===== src/rtl/mult_sa_nb.sv =====
// Sequential unsigned n x n shift-and-add multiplier built around one n-bit
// ripple-carry adder; one product every n+2 clocks.

module rca #(
    parameter int n = 8
) (
    input  logic [n-1:0] a,
    input  logic [n-1:0] b,
    input  logic         cin,
    output logic [n-1:0] sum,
    output logic         co
);
    logic [n:0] c;

    assign c[0] = cin;

    for (genvar i = 0; i < n; i++) begin : g_fa
        assign sum[i]  = a[i] ^ b[i] ^ c[i];
        assign c[i+1]  = (a[i] & b[i]) | (c[i] & (a[i] ^ b[i]));
    end

    assign co = c[n];
endmodule

module mult_sa_nb #(
    parameter int n = 8
) (
    input  logic           clk,
    input  logic           rst,
    input  logic           start,
    input  logic [n-1:0]   a,
    input  logic [n-1:0]   b,
    output logic [2*n-1:0] prod,
    output logic           busy,
    output logic           done
);
    localparam int cw = $clog2(n + 1);

    typedef enum logic [1:0] {IDLE, CALC, DONE} state_t;

    state_t        state;
    logic [n-1:0]  mcand;
    logic [n-1:0]  acc;
    logic [n-1:0]  mq;
    logic [cw-1:0] cnt;

    logic [n-1:0]  add_b;
    logic [n-1:0]  sum;
    logic          co;

    // Add the multiplicand only when the current multiplier bit is set.
    assign add_b = mq[0] ? mcand : '0;

    rca #(.n(n)) u_rca (
        .a   (acc),
        .b   (add_b),
        .cin (1'b0),
        .sum (sum),
        .co  (co)
    );

    always_ff @(posedge clk) begin
        if (rst) begin
            state <= IDLE;
            prod  <= '0;
            busy  <= 1'b0;
            done  <= 1'b0;
            acc   <= '0;
            mq    <= '0;
            mcand <= '0;
            cnt   <= '0;
        end else begin
            case (state)
                IDLE: begin
                    done <= 1'b0;
                    if (start) begin
                        mcand <= a;
                        mq    <= b;
                        acc   <= '0;
                        cnt   <= '0;
                        busy  <= 1'b1;
                        state <= CALC;
                    end
                end
                CALC: begin
                    // Carry out lands in acc[n-1], so no product bit is ever lost.
                    acc <= {co, sum[n-1:1]};
                    mq  <= {sum[0], mq[n-1:1]};
                    cnt <= cnt + cw'(1);
                    if (cnt == cw'(n - 1)) begin
                        prod  <= {co, sum, mq[n-1:1]};
                        done  <= 1'b1;
                        state <= DONE;
                    end
                end
                DONE: begin
                    done  <= 1'b0;
                    busy  <= 1'b0;
                    state <= IDLE;
                end
                default: begin
                    done  <= 1'b0;
                    busy  <= 1'b0;
                    state <= IDLE;
                end
            endcase
        end
    end
endmodule


===== config.mk =====
export PLATFORM = sky130hd
export DESIGN_NAME = mult_sa_nb
export DESIGN_NICKNAME = d
export VERILOG_FILES = /design/src/rtl/mult_sa_nb.sv
export SDC_FILE = /design/constraint.sdc
export NUM_CORES = 1
export LEC_CHECK = 0
export ABC_CLOCK_PERIOD_IN_PS = 4700
export BUFFER_PORTS_ARGS = -buffer_cell sky130_fd_sc_hd__buf_4
export CAP_MARGIN = 30
export CORE_MARGIN = 5
export CORE_UTILIZATION = 45
export DETAILED_ROUTE_END_ITERATION = 7
export GPL_TIMING_DRIVEN = 0
export PLACE_DENSITY_LB_ADDON = 0.12
export SLEW_MARGIN = 5
export SYNTH_ARGS = -nofsm -noshare
export SYNTH_HDL_FRONTEND = slang
export SYNTH_SLANG_ARGS = --single-unit

===== constraint.sdc =====
create_clock -name clk -period 4.7 [get_ports clk]
set_input_delay 0.705 -clock clk [delete_from_list [all_inputs] [get_ports clk]]
set_output_delay 0.705 -clock clk [all_outputs]
set_load 0.01 [all_outputs]

# ---- Word-level counts from Yosys, hierarchy flattened
# Cells that the tools add are included.
dict set report word_totals {
  inputBits 19
  reg_bits 48
  elab_cells 71
}
dict set report op_classes {
  muxes 12
  reduce_logical 8
  n_eq_ne 4
  addsub 1
  n_bitwise 38
}
# op n
set ops {}
lappend ops {{$pmux 8 s2} 2}
lappend ops {{$mux 8} 3}
lappend ops {{$and 1x1->1} 15}
lappend ops {{$xor 1x1->1} 15}
lappend ops {{$reduce_and 2->1} 5}
lappend ops {{$pmux 4 s2} 1}
lappend ops {{$or 1x1->1} 7}
lappend ops {{$add 4x1->4 const B} 1}
lappend ops {{$eq 4x3->1 const B} 1}
lappend ops {{$mux 2} 2}
lappend ops {{$mux 4} 1}
lappend ops {{$ne 2x2->1 const B} 2}
lappend ops {{$pmux 2 s2} 1}
lappend ops {{$eq 2x1->1 const B} 1}
lappend ops {{$logic_not 2->1} 1}
lappend ops {{$pmux 1 s2} 1}
lappend ops {{$reduce_bool 2->1} 1}
lappend ops {{$reduce_or 2->1} 1}
lappend ops {{$mux 1} 1}
lappend ops {{$not 1->1} 1}

# ---- Logic depth before layout (Yosys ltp)
# Gate-level depths: netlist of run 1.
dict set report logic_depth {
  word_depth 17
  ltp_mapped 12
  depth_no_buf 11
}

# ---- Cells and area by module
# From an unflattened synthesis of run 1, not the netlist that was laid out.
dict set report unflattened {
  hier_cells 219
  hier_area_um2 2290.9
}
# mod instances seq_area_each_um2 cells_each area_each_um2
set by_module_without_submodules {}
lappend by_module_without_submodules {mult_sa_nb 1 960.9 201 2093.3}
lappend by_module_without_submodules {rca 1 0.0 18 197.7}

# ---- Worst setup path after synthesis of run 1
# No wires, ideal clock.
dict set report synth_path {
  path_kind {register -> register}
  startpoint {register mq[0]}
  endpoint {register prod[14]}
  t_arrival_ps 3729
  path_slack_ps 886
  setup_time_ps 86
  path_stages_with_launch 13
  t_required_ps 4614
  cell_sequence {dfxtp_1 > clkbuf_1 > and2_1 > ha_1 > inv_1 > fa_1 > fa_1 > fa_1 > fa_1 > fa_1 > fa_1 > fa_1 > a211oi_1}
}
dict set report synth_via {
  elab_chain_len 15
  elab_cells_between_ends 28
  classes_between {mux: 1; bitwise: 27}
}
# element line_no
set synth_rtl {}
lappend synth_rtl {{from (decl)} 44} ;# logic [n-1:0] mq;
lappend synth_rtl {{from (signal assigned)} 88} ;# mq <= {sum[0], mq[n-1:1]};
lappend synth_rtl {{$mux 8 (*)} 52} ;# assign add_b = mq[0] ? mcand : '0;
lappend synth_rtl {{$and 1x1->1 / $xor 1x1->1 (equally long branches)} 19} ;# assign c[i+1] = (a[i] & b[i]) | (c[i] & (a[i] ^ b[i]));
lappend synth_rtl {{$and 1x1->1} 19}
lappend synth_rtl {{$or 1x1->1} 19}
lappend synth_rtl {{$and 1x1->1} 19}
lappend synth_rtl {{$or 1x1->1} 19}
lappend synth_rtl {{$and 1x1->1} 19}
lappend synth_rtl {{$or 1x1->1} 19}
lappend synth_rtl {{$and 1x1->1} 19}
lappend synth_rtl {{$or 1x1->1} 19}
lappend synth_rtl {{$and 1x1->1} 19}
lappend synth_rtl {{$or 1x1->1} 19}
lappend synth_rtl {{$and 1x1->1} 19}
lappend synth_rtl {{$or 1x1->1} 19}
lappend synth_rtl {{$xor 1x1->1 (*)} 18} ;# assign sum[i] = a[i] ^ b[i] ^ c[i];
lappend synth_rtl {{to (signal assigned)} 91} ;# prod <= {co, sum, mq[n-1:1]};
lappend synth_rtl {{to (decl)} 33} ;# output logic [2*n-1:0] prod,
# Every way passes the cells marked *; elsewhere a longest branch is shown, timed or not.
# A chain may end at the register's enable or synchronous reset.

# ---- Final worst setup path of run 1
# Ends and elaborated chain as after synthesis.

==> results summary, run 1 <==
The flow ran to the end, and the final reports show no timing, DRC or antenna violations. The die area is 5870 um^2. Data on the critical path arrives at its endpoint at 4240 ps. The peak supply drop came out at ~0.18 mV. The final layout contains routed wiring with a total length of between 4000 and 5000 um. The overall die height is 76.6 um.

Walking the worst path, the cells encountered are clkbuf_1 > and2_1 > ha_1 > inv_1 > fa_1 > fa_1 > fa_1 > fa_1 > fa_1 > fa_1 > fa_1 > a211oi_1. The actual transition at the worst max-transition pin is 489 ps. The initial core utilization is between 40% and 50%. The number of non-filler instances in the completed layout came out at ~280. Setup repair after global routing left no endpoint under its margin. In this run, the number of DRC markers left after iteration 0 of detailed routing was 68.

TritonCTS built the clock tree. The family with the most delay on the worst path is adder cells. The last weighted congestion value of the routability-driven placer came out at between 0.7 and 0.8.

The area added between synthesis and finish is 20.7%. The later pin in the worst-skew pair is clocked with a latency of 290 ps. The delay contributed by the slowest stage of the critical path came out at 470 ps.

The number of gates resized after CTS was 0. The highest attainable clock frequency came out at 0.248 GHz. The setup TNS came out at 0 ps.

The number of placed I/O pins is 37. Summed over all instances, the cell type with the most area after synthesis is sky130_fd_sc_hd__dfxtp_1. The sum of net half-perimeters after detailed placement is 3310 um.

The portion of synthesized cell area occupied by the leading cell type came out at ~48%. The pre-antenna-repair detailed-routing pass consisted of 4 iterations. The number of slew-limit violations in the final report came out at 0. The number of maximum-capacitance violations is 0. The count of state elements after synthesis came out at 48.

The number of hold buffers added after CTS is 0. The tightest min-delay check is of the flip-flop to flip-flop type. The global-route wire length before repair is between 7000 and 8000 um. The number of remaining DRC errors came out at 0.

The remaining global-route overflow came out at 0. The worst setup path is launched from a flip-flop. The cell at the slowest stage of the critical path is sky130_fd_sc_hd__fa_1. The most numerous cell type found on the critical path is sky130_fd_sc_hd__fa_1. The global-route usage over all layers is 15.2%. The maximum number of pins on one net before global-route repair came out at 14. The number of distinct library cells after synthesis came out at 33. In this run the core area contains 24 standard-cell rows. The fraction of layout instances using a drive strength above 1 came out at 25.0%. The clock net sink count is 48. The worst setup path is captured at a flip-flop.

The post-route worst setup slack came out at 674 ps. In this run the standard cell core region covers 4320 um^2. The port buffer count is 36. Counting both buffers and inverters, the worst setup path holds a total of 2. The number of H-tree levels is 2.

Leaving out fill and tap cells, the most frequent cell in the layout is sky130_fd_sc_hd__dfxtp_1. For this run, the number of Yosys warnings is 0. In this run the power density over the cells is 303 nW/um^2. The routed layout has 1521 vias. The required time reported for the critical path endpoint came out at 4910 ps. The count of endpoints failing hold in the final timing report was 0. The clock passes through at most 2 buffers. The summed instance area of the synthesized netlist came out at roughly 2000 um^2. The overall power consumption is ~730 uW.

The worst pin sits at a relative slew slack of 67.4%. The kind of critical path is flip-flop to flip-flop. In this run the clock root is driven by a sky130_fd_sc_hd__clkbuf_8. The worst slack at placement came out at between 600 and 700 ps. The number of setup violations in the final report is 0.

The mean post-synth cell area is about 11 um^2. The clock period could shrink to between 4000 and 5000 ps. 0 antenna diodes ended up in the layout.

The number of cells after detailed placement came out at 277. The clock skew came out at 5.24 ps. The number of nets in the synthesized netlist is ~220. The per-cell via count in the routed design came out at 5.36.

The maximum fanout along the worst path came out at 9. The overall die width came out at 76.6 um. Synthesis produced 189 cells. The number of global-route vias before repair came to about 1500. Dividing the detail-routed wire length by the instance count gives ~15 um. The static leakage power came out at 0.940 nW. The post-synthesis sequential area ratio came out at 48.1%.

The number of nets with antenna violations after routing came out at 0. In the layout the commonest cells are sky130_fd_sc_hd__dfxtp_1, sky130_fd_sc_hd__buf_4, sky130_fd_sc_hd__nor2_1. The number of antenna violations at the first check in global routing came out at 0. The final critical path takes up 85.7% of the cycle. The number of buffers inserted during clock tree synthesis came out at 5. The clock-pin slew reported for the worst setup and hold paths after clock tree synthesis is 80 ps. The count of nets after finishing came out at 260. Once the clock tree was built, the setup fixing pass inserted 0 buffers.

Yosys attributes the largest share of cell area to sky130_fd_sc_hd__dfxtp_1, sky130_fd_sc_hd__mux2i_1, sky130_fd_sc_hd__fa_1, sky130_fd_sc_hd__a211oi_1, sky130_fd_sc_hd__a22o_1.
[logic make-up after synthesis]
| family | Yosys count | share of synthesized area (%) |
|---|---|---|
| AOI/OAI and AO/OA | 48 | 18.5 |
| adders and majority gates | 9 | 8.27 |
| buffers and inverters | 24 | 6.07 |
| DFF | 48 | 48.1 |
| muxes | 17 | 8.52 |
| and+or+nand+nor | 43 | 10.5 |
[layer usage]
layer	track usage, %	vias to the layer above	part of all wire (%)
met1	20.1	708	47
met2	23.2	49	47
met3	5.08	4	5.7
met5	0	-	0
li1	-	760	-
met4	4.72	0	0.32
[worst reg2reg max path, stage by stage (launching register included)]
cell,delay [ps]
sky130_fd_sc_hd__dfxtp_1,310
sky130_fd_sc_hd__clkbuf_1,270
sky130_fd_sc_hd__and2_1,180
sky130_fd_sc_hd__ha_1,130
sky130_fd_sc_hd__inv_1,50
sky130_fd_sc_hd__fa_1,370
sky130_fd_sc_hd__fa_1,390
sky130_fd_sc_hd__fa_1,390
sky130_fd_sc_hd__fa_1,390
sky130_fd_sc_hd__fa_1,390
sky130_fd_sc_hd__fa_1,400
sky130_fd_sc_hd__fa_1,470
sky130_fd_sc_hd__a211oi_1,200
[worst paths after layout]
| path | to | slack, ps | from | cells past startpoint |
|---|---|---|---|---|
| max | prod[14] | 670 | mq[0] | 12 |
| max reg2reg | prod[14] | 670 | mq[0] | 12 |
| min | prod[6] | 480 | prod[6] | 1 |
| min reg2reg | prod[6] | 480 | prod[6] | 1 |
[metrics by stage]
step                      area [um^2]  hold WS [ps]  util [%]
after floorplan                  2000           439         -
after global placement           2330           450      54.0
after detailed placement         2330           460      54.0
after CTS                        2410           484      55.8
after global routing             2410           492      55.8
final                            2410           481      55.8
[sequential cells by signal, summed over array words and instances, names as in the netlist]
| signal | count |
|---|---|
| prod | 16 |
| acc | 8 |
| mcand | 8 |
| mq | 8 |
| cnt | 4 |
| state | 2 |
| busy | 1 |
| done | 1 |
[synth_stat cells]
| cell type | instances |
|---|---|
| sky130_fd_sc_hd__inv_1 | 9 |
| sky130_fd_sc_hd__dfxtp_1 | 48 |
| sky130_fd_sc_hd__a211oi_1 | 16 |
| sky130_fd_sc_hd__o2bb2ai_1 | 1 |
| sky130_fd_sc_hd__mux2i_1 | 17 |
| sky130_fd_sc_hd__and2_1 | 3 |
| sky130_fd_sc_hd__nor2_1 | 21 |
| sky130_fd_sc_hd__nand3_1 | 1 |
| sky130_fd_sc_hd__o21ba_2 | 1 |
| sky130_fd_sc_hd__a22o_1 | 9 |
| sky130_fd_sc_hd__buf_4 | 2 |
| sky130_fd_sc_hd__buf_1 | 2 |
| sky130_fd_sc_hd__nand2_1 | 8 |
| sky130_fd_sc_hd__ha_1 | 2 |
| sky130_fd_sc_hd__buf_6 | 2 |
| sky130_fd_sc_hd__and3_1 | 1 |
| sky130_fd_sc_hd__fa_1 | 7 |
| sky130_fd_sc_hd__nor3b_1 | 2 |
| sky130_fd_sc_hd__and3b_1 | 1 |
| sky130_fd_sc_hd__a21oi_2 | 1 |
| sky130_fd_sc_hd__a31oi_1 | 1 |
| sky130_fd_sc_hd__buf_2 | 7 |
| sky130_fd_sc_hd__o21bai_1 | 1 |
| sky130_fd_sc_hd__a2111oi_2 | 1 |
| sky130_fd_sc_hd__clkbuf_1 | 2 |
| sky130_fd_sc_hd__o32ai_1 | 7 |
| sky130_fd_sc_hd__nor3_1 | 1 |
| sky130_fd_sc_hd__nor3_2 | 1 |
| sky130_fd_sc_hd__a21oi_1 | 9 |
| sky130_fd_sc_hd__nor2b_2 | 1 |
| sky130_fd_sc_hd__or3b_1 | 1 |
| sky130_fd_sc_hd__nand3b_1 | 2 |
| sky130_fd_sc_hd__a211o_1 | 1 |
[final cells by class]
class                           count  area, um^2
Sequential cell                    48         961
Inverter                            9        33.8
Timing Repair Buffer               36         270
Clock buffer                        6        72.6
Multi-Input combinational cell    117         916
Buffer                             15        87.6
Tap cell                           52        65.1
Clock inverter                      1        5.00
Fill cell                         398        1910
[report_power, final]
part | internal, mW | switching, mW | total [mW]
registers | 0.419 | 0.00873 | 0.428
clock network | 0.101 | 0.127 | 0.228
logic | 0.0352 | 0.0391 | 0.0742
Note: power is estimated with default switching activity, not from simulation.
==> run 2: changes to the inputs <==
- BUFFER_PORTS_ARGS: -buffer_cell sky130_fd_sc_hd__buf_4 -> -buffer_cell sky130_fd_sc_hd__buf_2
==> run 2 against run 1 <==
Critical path depth stayed put. Sequential cell count stayed put. Combinational power is 5.3% lower. Die area stayed put. Register-to-register slack worse by 50 ps. Largest power group unchanged.
==> results summary, run 2 (synthesized netlist as in run 1, its figures left out) <==
The final antenna diode count was 0 (unchanged). The category of the worst setup path capture point is a flip-flop. The normalized max-slew margin is 67.9% (+0.43 points). The post-route clock period utilization came out at 86.7% (+1.0 points). The critical path ends at prod[14].

Traced cell by cell, the critical path runs through clkbuf_1 > and2_1 > ha_1 > inv_1 > fa_1 > fa_1 > fa_1 > fa_1 > fa_1 > fa_1 > fa_1 > a211oi_1. The core outline area came out at 4320 um^2 (unchanged). The critical path starts at mq[0]. The number of detailed-routing iterations run before antenna repair is 4 (unchanged). The highest attainable clock frequency is 0.246 GHz (-1.1%). The clock skew is 6.24 ps (+1.00 ps).

The maximum number of pins on one net before global-route repair is 14 (unchanged). The fraction of met2 tracks used by global routing came out at 22.3% (-0.94 points). The post-CTS setup repair buffer count came out at 0 (unchanged).

The most numerous cell type found on the critical path is sky130_fd_sc_hd__fa_1. The flip-flop count of the largest register, all copies and words added came out at 16 (unchanged). The clock-pin slew reported for the worst setup and hold paths after clock tree synthesis came to 80 ps (about the same).

The number of remaining DRC errors is 0 (unchanged). The count of endpoints failing hold in the final timing report is 0 (unchanged). The fraction of met3 tracks used by global routing is 4.37% (-0.71 points). The number of antenna violations at the first check in global routing came to 0 (unchanged). The met1 usage came to 20.7% (+0.57 points).

The minimum clock period after layout was 4070 ps (+46.8 ps). The critical path data arrival time is 4290 ps (+50 ps). The count of nets after finishing is 260 (unchanged).

The final-layout worst hold slack is 475 ps (-6.59 ps). In this run the critical register-to-register path is launched from mq[0]. The library cell used most frequently in the layout, excluding fill and tap cells, is sky130_fd_sc_hd__dfxtp_1. The setup TNS came to 0 ps (unchanged). The number of H-tree levels is 2 (unchanged).

The die area came out at 5870 um^2 (unchanged). The clock net sink count came out at 48 (unchanged). The port buffer count is 36 (unchanged). The post-route worst setup slack came out at 627 ps (-46.8 ps). The number of setup violations in the final report came out at 0 (unchanged). The per-cell via count in the routed design is 5.41 (+0.95%). The cell count of the worst reg-to-reg path is 12 (unchanged). The wire length reported by the detailed router came out at 4270 um (-0.95%). The register containing the most flip-flops in the final layout is prod. STA classifies the critical path startpoint as a flip-flop. The delay contributed by the slowest stage of the critical path came out at 480 ps (about the same). The CTS tree is built. The number of gates on the worst path with buffers counted was 12 (unchanged).

Setup repair after global routing left no endpoint under its margin. On the critical path the largest part of the delay comes from adder cells. The required time reported for the critical path endpoint is 4910 ps (about the same). The flow ran to the end, and the final reports show no timing, DRC or antenna violations. The worst slack at placement came to 665 ps (+14.4 ps).

The global-route wire length before repair is 7340 um (+1.1%). The actual transition at the worst max-transition pin came to 482 ps (-6.49 ps). The power density over the cells came out at 332 nW/um^2 (+9.4%).

The number of buffer and inverter stages on the critical path is 2 (unchanged). The endpoint of the lowest-slack register-to-register path is prod[14]. The top cell types in the final layout, fill and taps aside, are sky130_fd_sc_hd__dfxtp_1, sky130_fd_sc_hd__buf_2, sky130_fd_sc_hd__nor2_1. The number of global-route vias before repair is 1590 (+5.0%). The number of nets with antenna violations after routing came out at 0 (unchanged). The flip-flop and latch area came to 961 um^2 (unchanged).

For this design, the slowest cell found on the critical path is sky130_fd_sc_hd__fa_1. The initial DRC count came out at 80 (+18%). The number of gates resized after CTS is 0 (unchanged). The overall power consumption is 777 uW (+6.3%). The overall die height came out at 76.6 um (unchanged). The reg2reg setup slack is 630 ps (-50 ps).

The kind of critical path is flip-flop to flip-flop. The peak supply drop is 0.161 mV (-9.7%). The number of slew-limit violations in the final report is 0 (unchanged). The number of hold buffers added after CTS came out at 0 (unchanged). The utilization after layout came out at 54.2% (-1.6 points). The startpoint of the tightest hold check path is prod[4]. After global routing, the most crowded layer is met2. The last weighted congestion value of the routability-driven placer is 0.764 (+0.14%). The layout filler cell count is 418 (+5.0%).

The fraction of layout instances using a drive strength above 1 is 25.1% (+0.11 points). The area added between synthesis and finish came out at 17.2%. The initial core utilization is 46.2% (unchanged). The global-route usage over all layers is 15.3% (+0.095 points).

The static leakage power was 0.935 nW (-0.48%). The clock latency of the later-clocked register in the worst-skew pair came out at 290 ps (about the same). The number of maximum-capacitance violations is 0 (unchanged).

The maximum fanout along the worst path came to 9 (unchanged). The total number of placement rows came to 24 (unchanged). The number of placed I/O pins came out at 37 (unchanged). The number of buffers inserted during clock tree synthesis is 5 (unchanged). The path class of the tightest hold or removal check is flip-flop to flip-flop. The number of buffers between clock root and the deepest sink came out at 2 (unchanged).

The total number of vias is 1530 (+0.59%). The sum of net half-perimeters after detailed placement came out at 3210 um (-3.1%). The remaining global-route overflow came out at 0 (unchanged).

The routed wirelength normalized by instance count came out at 15.1 um (-0.60%). The overall die width came out at 76.6 um (unchanged). The area taken by multi-input logic gates came out at 916 um^2 (unchanged).

The tree is rooted in a sky130_fd_sc_hd__clkbuf_8.
## run 2: worst reg2reg max path, delay by kind of cell (launching register included)
| kind | cells | cell delay, ps |
|---|---|---|
| AND/OR/NAND/NOR | 1 | 180 |
| flip-flops | 1 | 310 |
| AO/OA/AOI/OAI | 1 | 210 |
| buffers and inverters | 2 | 330 |
| adder cells (fa/ha/maj) | 8 | 2970 |
## run 2: layout make-up
class                   count  area share [%]
repair buffers             36            7.69
well taps                  52            2.78
clock inverters             1            1.28
multi-input cells         117            39.1
clock buffers               5            2.94
flip-flops and latches     48            41.0
inverters                   9            1.44
plain buffers              15            3.74
## run 2: worst min-delay path by stage
| stage | to | cells past startpoint | slack, ps |
|---|---|---|---|
| final | prod[4] | 1 | 470 |
| after global routing | prod[1] | 1 | 490 |
| after CTS | prod[4] | 1 | 480 |
| after detailed placement | prod[1] | 1 | 450 |
| after global placement | done | 2 | 440 |
| after floorplan | acc[0] | 1 | 440 |
## run 2: power breakdown
part / internal [mW] / switching (mW) / total (mW)
logic: 0.0307 / 0.0396 / 0.0703
registers: 0.419 / 0.00820 / 0.428
clock network: 0.153 / 0.126 / 0.279
total: 0.603 / 0.174 / 0.777
## run 2: per-stage QoR
stage / area [um^2] / instances
3_3_place_gp: 2240 / 277
3_5_place_dp: 2240 / 277
2_1_floorplan: 2000 / 189
4_1_cts: 2340 / 283
6_report: 2340 / 283
5_1_grt: 2340 / 283
## run 2: per-layer routing
metal  part of all wire [%]  up-vias
met5                      0        -
met4                    1.2        0
met3                    5.7        7
met2                     44       43
met1                     49      721
li1                       -      759
==> run 3: changes to the inputs <==
- ABC_CLOCK_PERIOD_IN_PS: 4700 -> 3800
- clock period: 4.7 -> 3.8 ns (I/O delays scaled with it)
==> run 3 against run 2 <==
Sequential power up 24%. Combinational power up 26%. Sequential cell count unchanged. Critical path depth unchanged. Global-route usage up 0.27 points. Non-clock buffer count unchanged. Worst hold slack worse by 6.5 ps. Sequential share of layout area down 0.87 points. Die area unchanged. Critical endpoint is now acc[6]. Largest cell class unchanged.
==> results summary, run 3 (synthesized netlist as in run 1, its figures left out) <==
The reg2reg setup slack is 140 ps (-490 ps). The endpoint with the worst hold slack is done. The count of nets after finishing is 260 (unchanged). The number of nets with antenna violations after routing is 0 (unchanged).

In this run the critical register-to-register path is captured at acc[6]. The post-route worst setup slack came out at 140 ps (-487 ps). The number of placed I/O pins came out at 37 (unchanged). The cell count of the worst reg-to-reg path came out at 12 (unchanged). The sum of net half-perimeters after detailed placement is 3190 um (-0.78%). The run finished with clean final reports. The number of detailed-routing iterations run before antenna repair is 4 (unchanged). The number of slew-limit violations in the final report came out at 0 (unchanged).

In this run the most critical hold path is launched from done. The global-route wire length before repair came out at 7530 um (+2.6%). The clock net sink count is 48 (unchanged). The fraction of layout instances using a drive strength above 1 is 29.2% (+4.1 points). The post-CTS setup repair buffer count came to 0 (unchanged). Counting flops per register, the top entry is prod.

The library cell used most frequently in the layout, excluding fill and tap cells, is sky130_fd_sc_hd__dfxtp_1. The clock skew is 6.32 ps (+0.0768 ps). The flip-flop and latch area is 962 um^2 (+0.13%). The core outline area came to 4320 um^2 (unchanged). The overall die width is 76.6 um (unchanged). The area taken by multi-input logic gates came to 933 um^2 (+1.9%). The static leakage power came out at 0.962 nW (+2.8%). Among the stages of the critical path, the cell type that occurs most often is sky130_fd_sc_hd__fa_2. The area added between synthesis and finish came out at 19.9%. The number of antenna violations at the first check in global routing was 0 (unchanged). The remaining global-route overflow was 0 (unchanged). The maximum fanout along the worst path came out at 9 (unchanged). The layout filler cell count is 421 (+0.72%). The critical path data arrival time came out at 3830 ps (-460 ps). The worst setup path is captured at a flip-flop. The global-route usage over all layers is 15.5% (+0.27 points). The number of buffers between clock root and the deepest sink came out at 2 (unchanged). The overall die height is 76.6 um (unchanged).

The largest individual stage delay along the critical path comes from the cell sky130_fd_sc_hd__fa_1. Grouping stages by cell kind, the critical path spends the most delay in adder cells. The fraction of met2 tracks used by global routing came out at 23.4% (+1.1 points). The final-layout worst hold slack came out at 468 ps (-6.49 ps). The port buffer count is 36 (unchanged). Leaving out fill and tap cells, the most frequent cells in the layout are sky130_fd_sc_hd__dfxtp_1, sky130_fd_sc_hd__buf_2, sky130_fd_sc_hd__nor2_1. The overall power consumption is 1.01 mW (+30%). The number of setup violations in the final report is 0 (unchanged).

TritonCTS built the clock tree. The fraction of met3 tracks used by global routing is 5.08% (+0.71 points). The clock latency of the later-clocked register in the worst-skew pair came out at 290 ps (about the same).

The per-cell via count in the routed design is 5.32 (-1.7%). The wire length reported by the detailed router came to 4210 um (-1.5%). The delay contributed by the slowest stage of the critical path came out at 570 ps (+90 ps). The peak supply drop is 0.228 mV (+42%). The worst register-to-register path begins at mq[0].

The number of buffers inserted during clock tree synthesis was 5 (unchanged). The number of global-route vias before repair is 1608 (+1.1%). The number of hold buffers added after CTS came out at 0 (unchanged). The die area was 5870 um^2 (unchanged). The actual transition at the worst max-transition pin is 526 ps (+44.1 ps).

The initial core utilization was 46.2% (unchanged). The required time reported for the critical path endpoint was 3970 ps (-940 ps). The global routing stage identified its most utilized layer as met2.

The count of endpoints failing hold in the final timing report is 0 (unchanged). The worst min-delay path category is flip-flop to flip-flop. The total number of vias is 1515 (-0.98%). The number of remaining DRC errors was 0 (unchanged). The clock-pin slew reported for the worst setup and hold paths after clock tree synthesis was 80 ps (about the same).

The number of buffer and inverter stages on the critical path came out at 2 (unchanged). The power density over the cells came out at 421 nW/um^2 (+27%). The minimum clock period after layout was 3660 ps (-413 ps). The met1 usage was 21.3% (+0.57 points). The number of maximum-capacitance violations is 0 (unchanged).

The highest attainable clock frequency is 0.273 GHz (+11%). The number of H-tree levels came out at 2 (unchanged). The total number of placement rows came to 24 (unchanged). The depth of the worst hold-timing path came to 2 (+1). The routed wirelength normalized by instance count was 14.8 um (-2.2%). The flip-flop count of the largest register, all copies and words added is 16 (unchanged).

The maximum number of pins on one net before global-route repair is 15 (+1). STA classifies the critical path startpoint as a flip-flop. The last weighted congestion value of the routability-driven placer is 0.731 (-4.3%). Walking the worst path, the cells encountered are buf_6 > and2_1 > ha_1 > inv_1 > fa_1 > fa_2 > fa_2 > fa_2 > fa_2 > fa_2 > fa_1 > o32ai_1. The final antenna diode count came out at 0 (unchanged). The tree is rooted in a sky130_fd_sc_hd__clkbuf_8.

The critical path is of the flip-flop to flip-flop type. The normalized max-slew margin came out at 64.9% (-2.9 points). The post-route clock period utilization is 96.3% (+9.7 points). The worst slack at placement came to -106 ps (-771 ps). The initial DRC count was 77 (-3.8%).
-- run 3: cell types whose count changed in the layout (fill, tap and decap cells not counted) --
| cell | previous run | this run |
|---|---|---|
| sky130_fd_sc_hd__a211oi_2 | 0 | 1 |
| sky130_fd_sc_hd__dfxtp_2 | 0 | 1 |
| sky130_fd_sc_hd__dfxtp_1 | 48 | 47 |
| sky130_fd_sc_hd__fa_1 | 7 | 2 |
| sky130_fd_sc_hd__clkbuf_1 | 2 | 1 |
| sky130_fd_sc_hd__clkbuf_8 | 5 | 7 |
| sky130_fd_sc_hd__buf_6 | 2 | 3 |
| sky130_fd_sc_hd__fa_2 | 0 | 5 |
| sky130_fd_sc_hd__a211oi_1 | 16 | 15 |
-- run 3: final cells by class --
class / instances / share of cell area (%)
Clock buffer: 7 / 4.02
Sequential cell: 48 / 40.2
Clock inverter: 1 / 1.25
Buffer: 15 / 3.97
Inverter: 9 / 1.41
Tap cell: 52 / 2.72
Multi-Input combinational cell: 117 / 39.0
Timing Repair Buffer: 36 / 7.52
-- run 3: worst max-delay path by stage --
| stage | start | to | slack, ps | depth (start not counted) |
|---|---|---|---|---|
| after floorplan | mq[0] | prod[14] | 80 | 12 |
| after global placement | mq[0] | prod[14] | -70 | 12 |
| after detailed placement | mq[0] | prod[14] | -110 | 12 |
| after CTS | mq[0] | prod[14] | 30 | 12 |
| after global routing | mq[0] | acc[6] | -3 | 12 |
| final | mq[0] | acc[6] | 140 | 12 |
-- run 3: repair_timing --
action	CTS	global route
endpoints found under the setup margin	3	3
pin swaps	0	1
resized for setup	4	6
-- run 3: tightest hold or removal path, stage by stage, from the launching register on --
cell and delay [ps]:
sky130_fd_sc_hd__dfxtp_1 330, sky130_fd_sc_hd__nor2_1 40, sky130_fd_sc_hd__nor2_1 60
-- run 3: stage by stage --
step | std cells | setup TNS, ps | area, um^2 | util (%)
floorplan | 189 | 0 | 2000 | -
finish | 285 | 0 | 2400 | 55.4
CTS | 285 | 0 | 2380 | 55.1
detailed placement | 277 | -239 | 2240 | 51.9
global placement | 277 | -139 | 2240 | 51.9
global route | 285 | -3.36 | 2400 | 55.4
-- run 3: where the power goes --
part / leakage, nW / internal (mW) / switching (mW)
logic: 0.507 / 0.0395 / 0.0490
registers: 0.391 / 0.519 / 0.0107
clock network: 0.0645 / 0.232 / 0.159
-- run 3: routing by layer --
metal  vias to the layer above  wire (um)
met4                         0         45
met1                       709       1980
li1                        755          -
met5                         -          0
met2                        45       1890
met3                         6        295
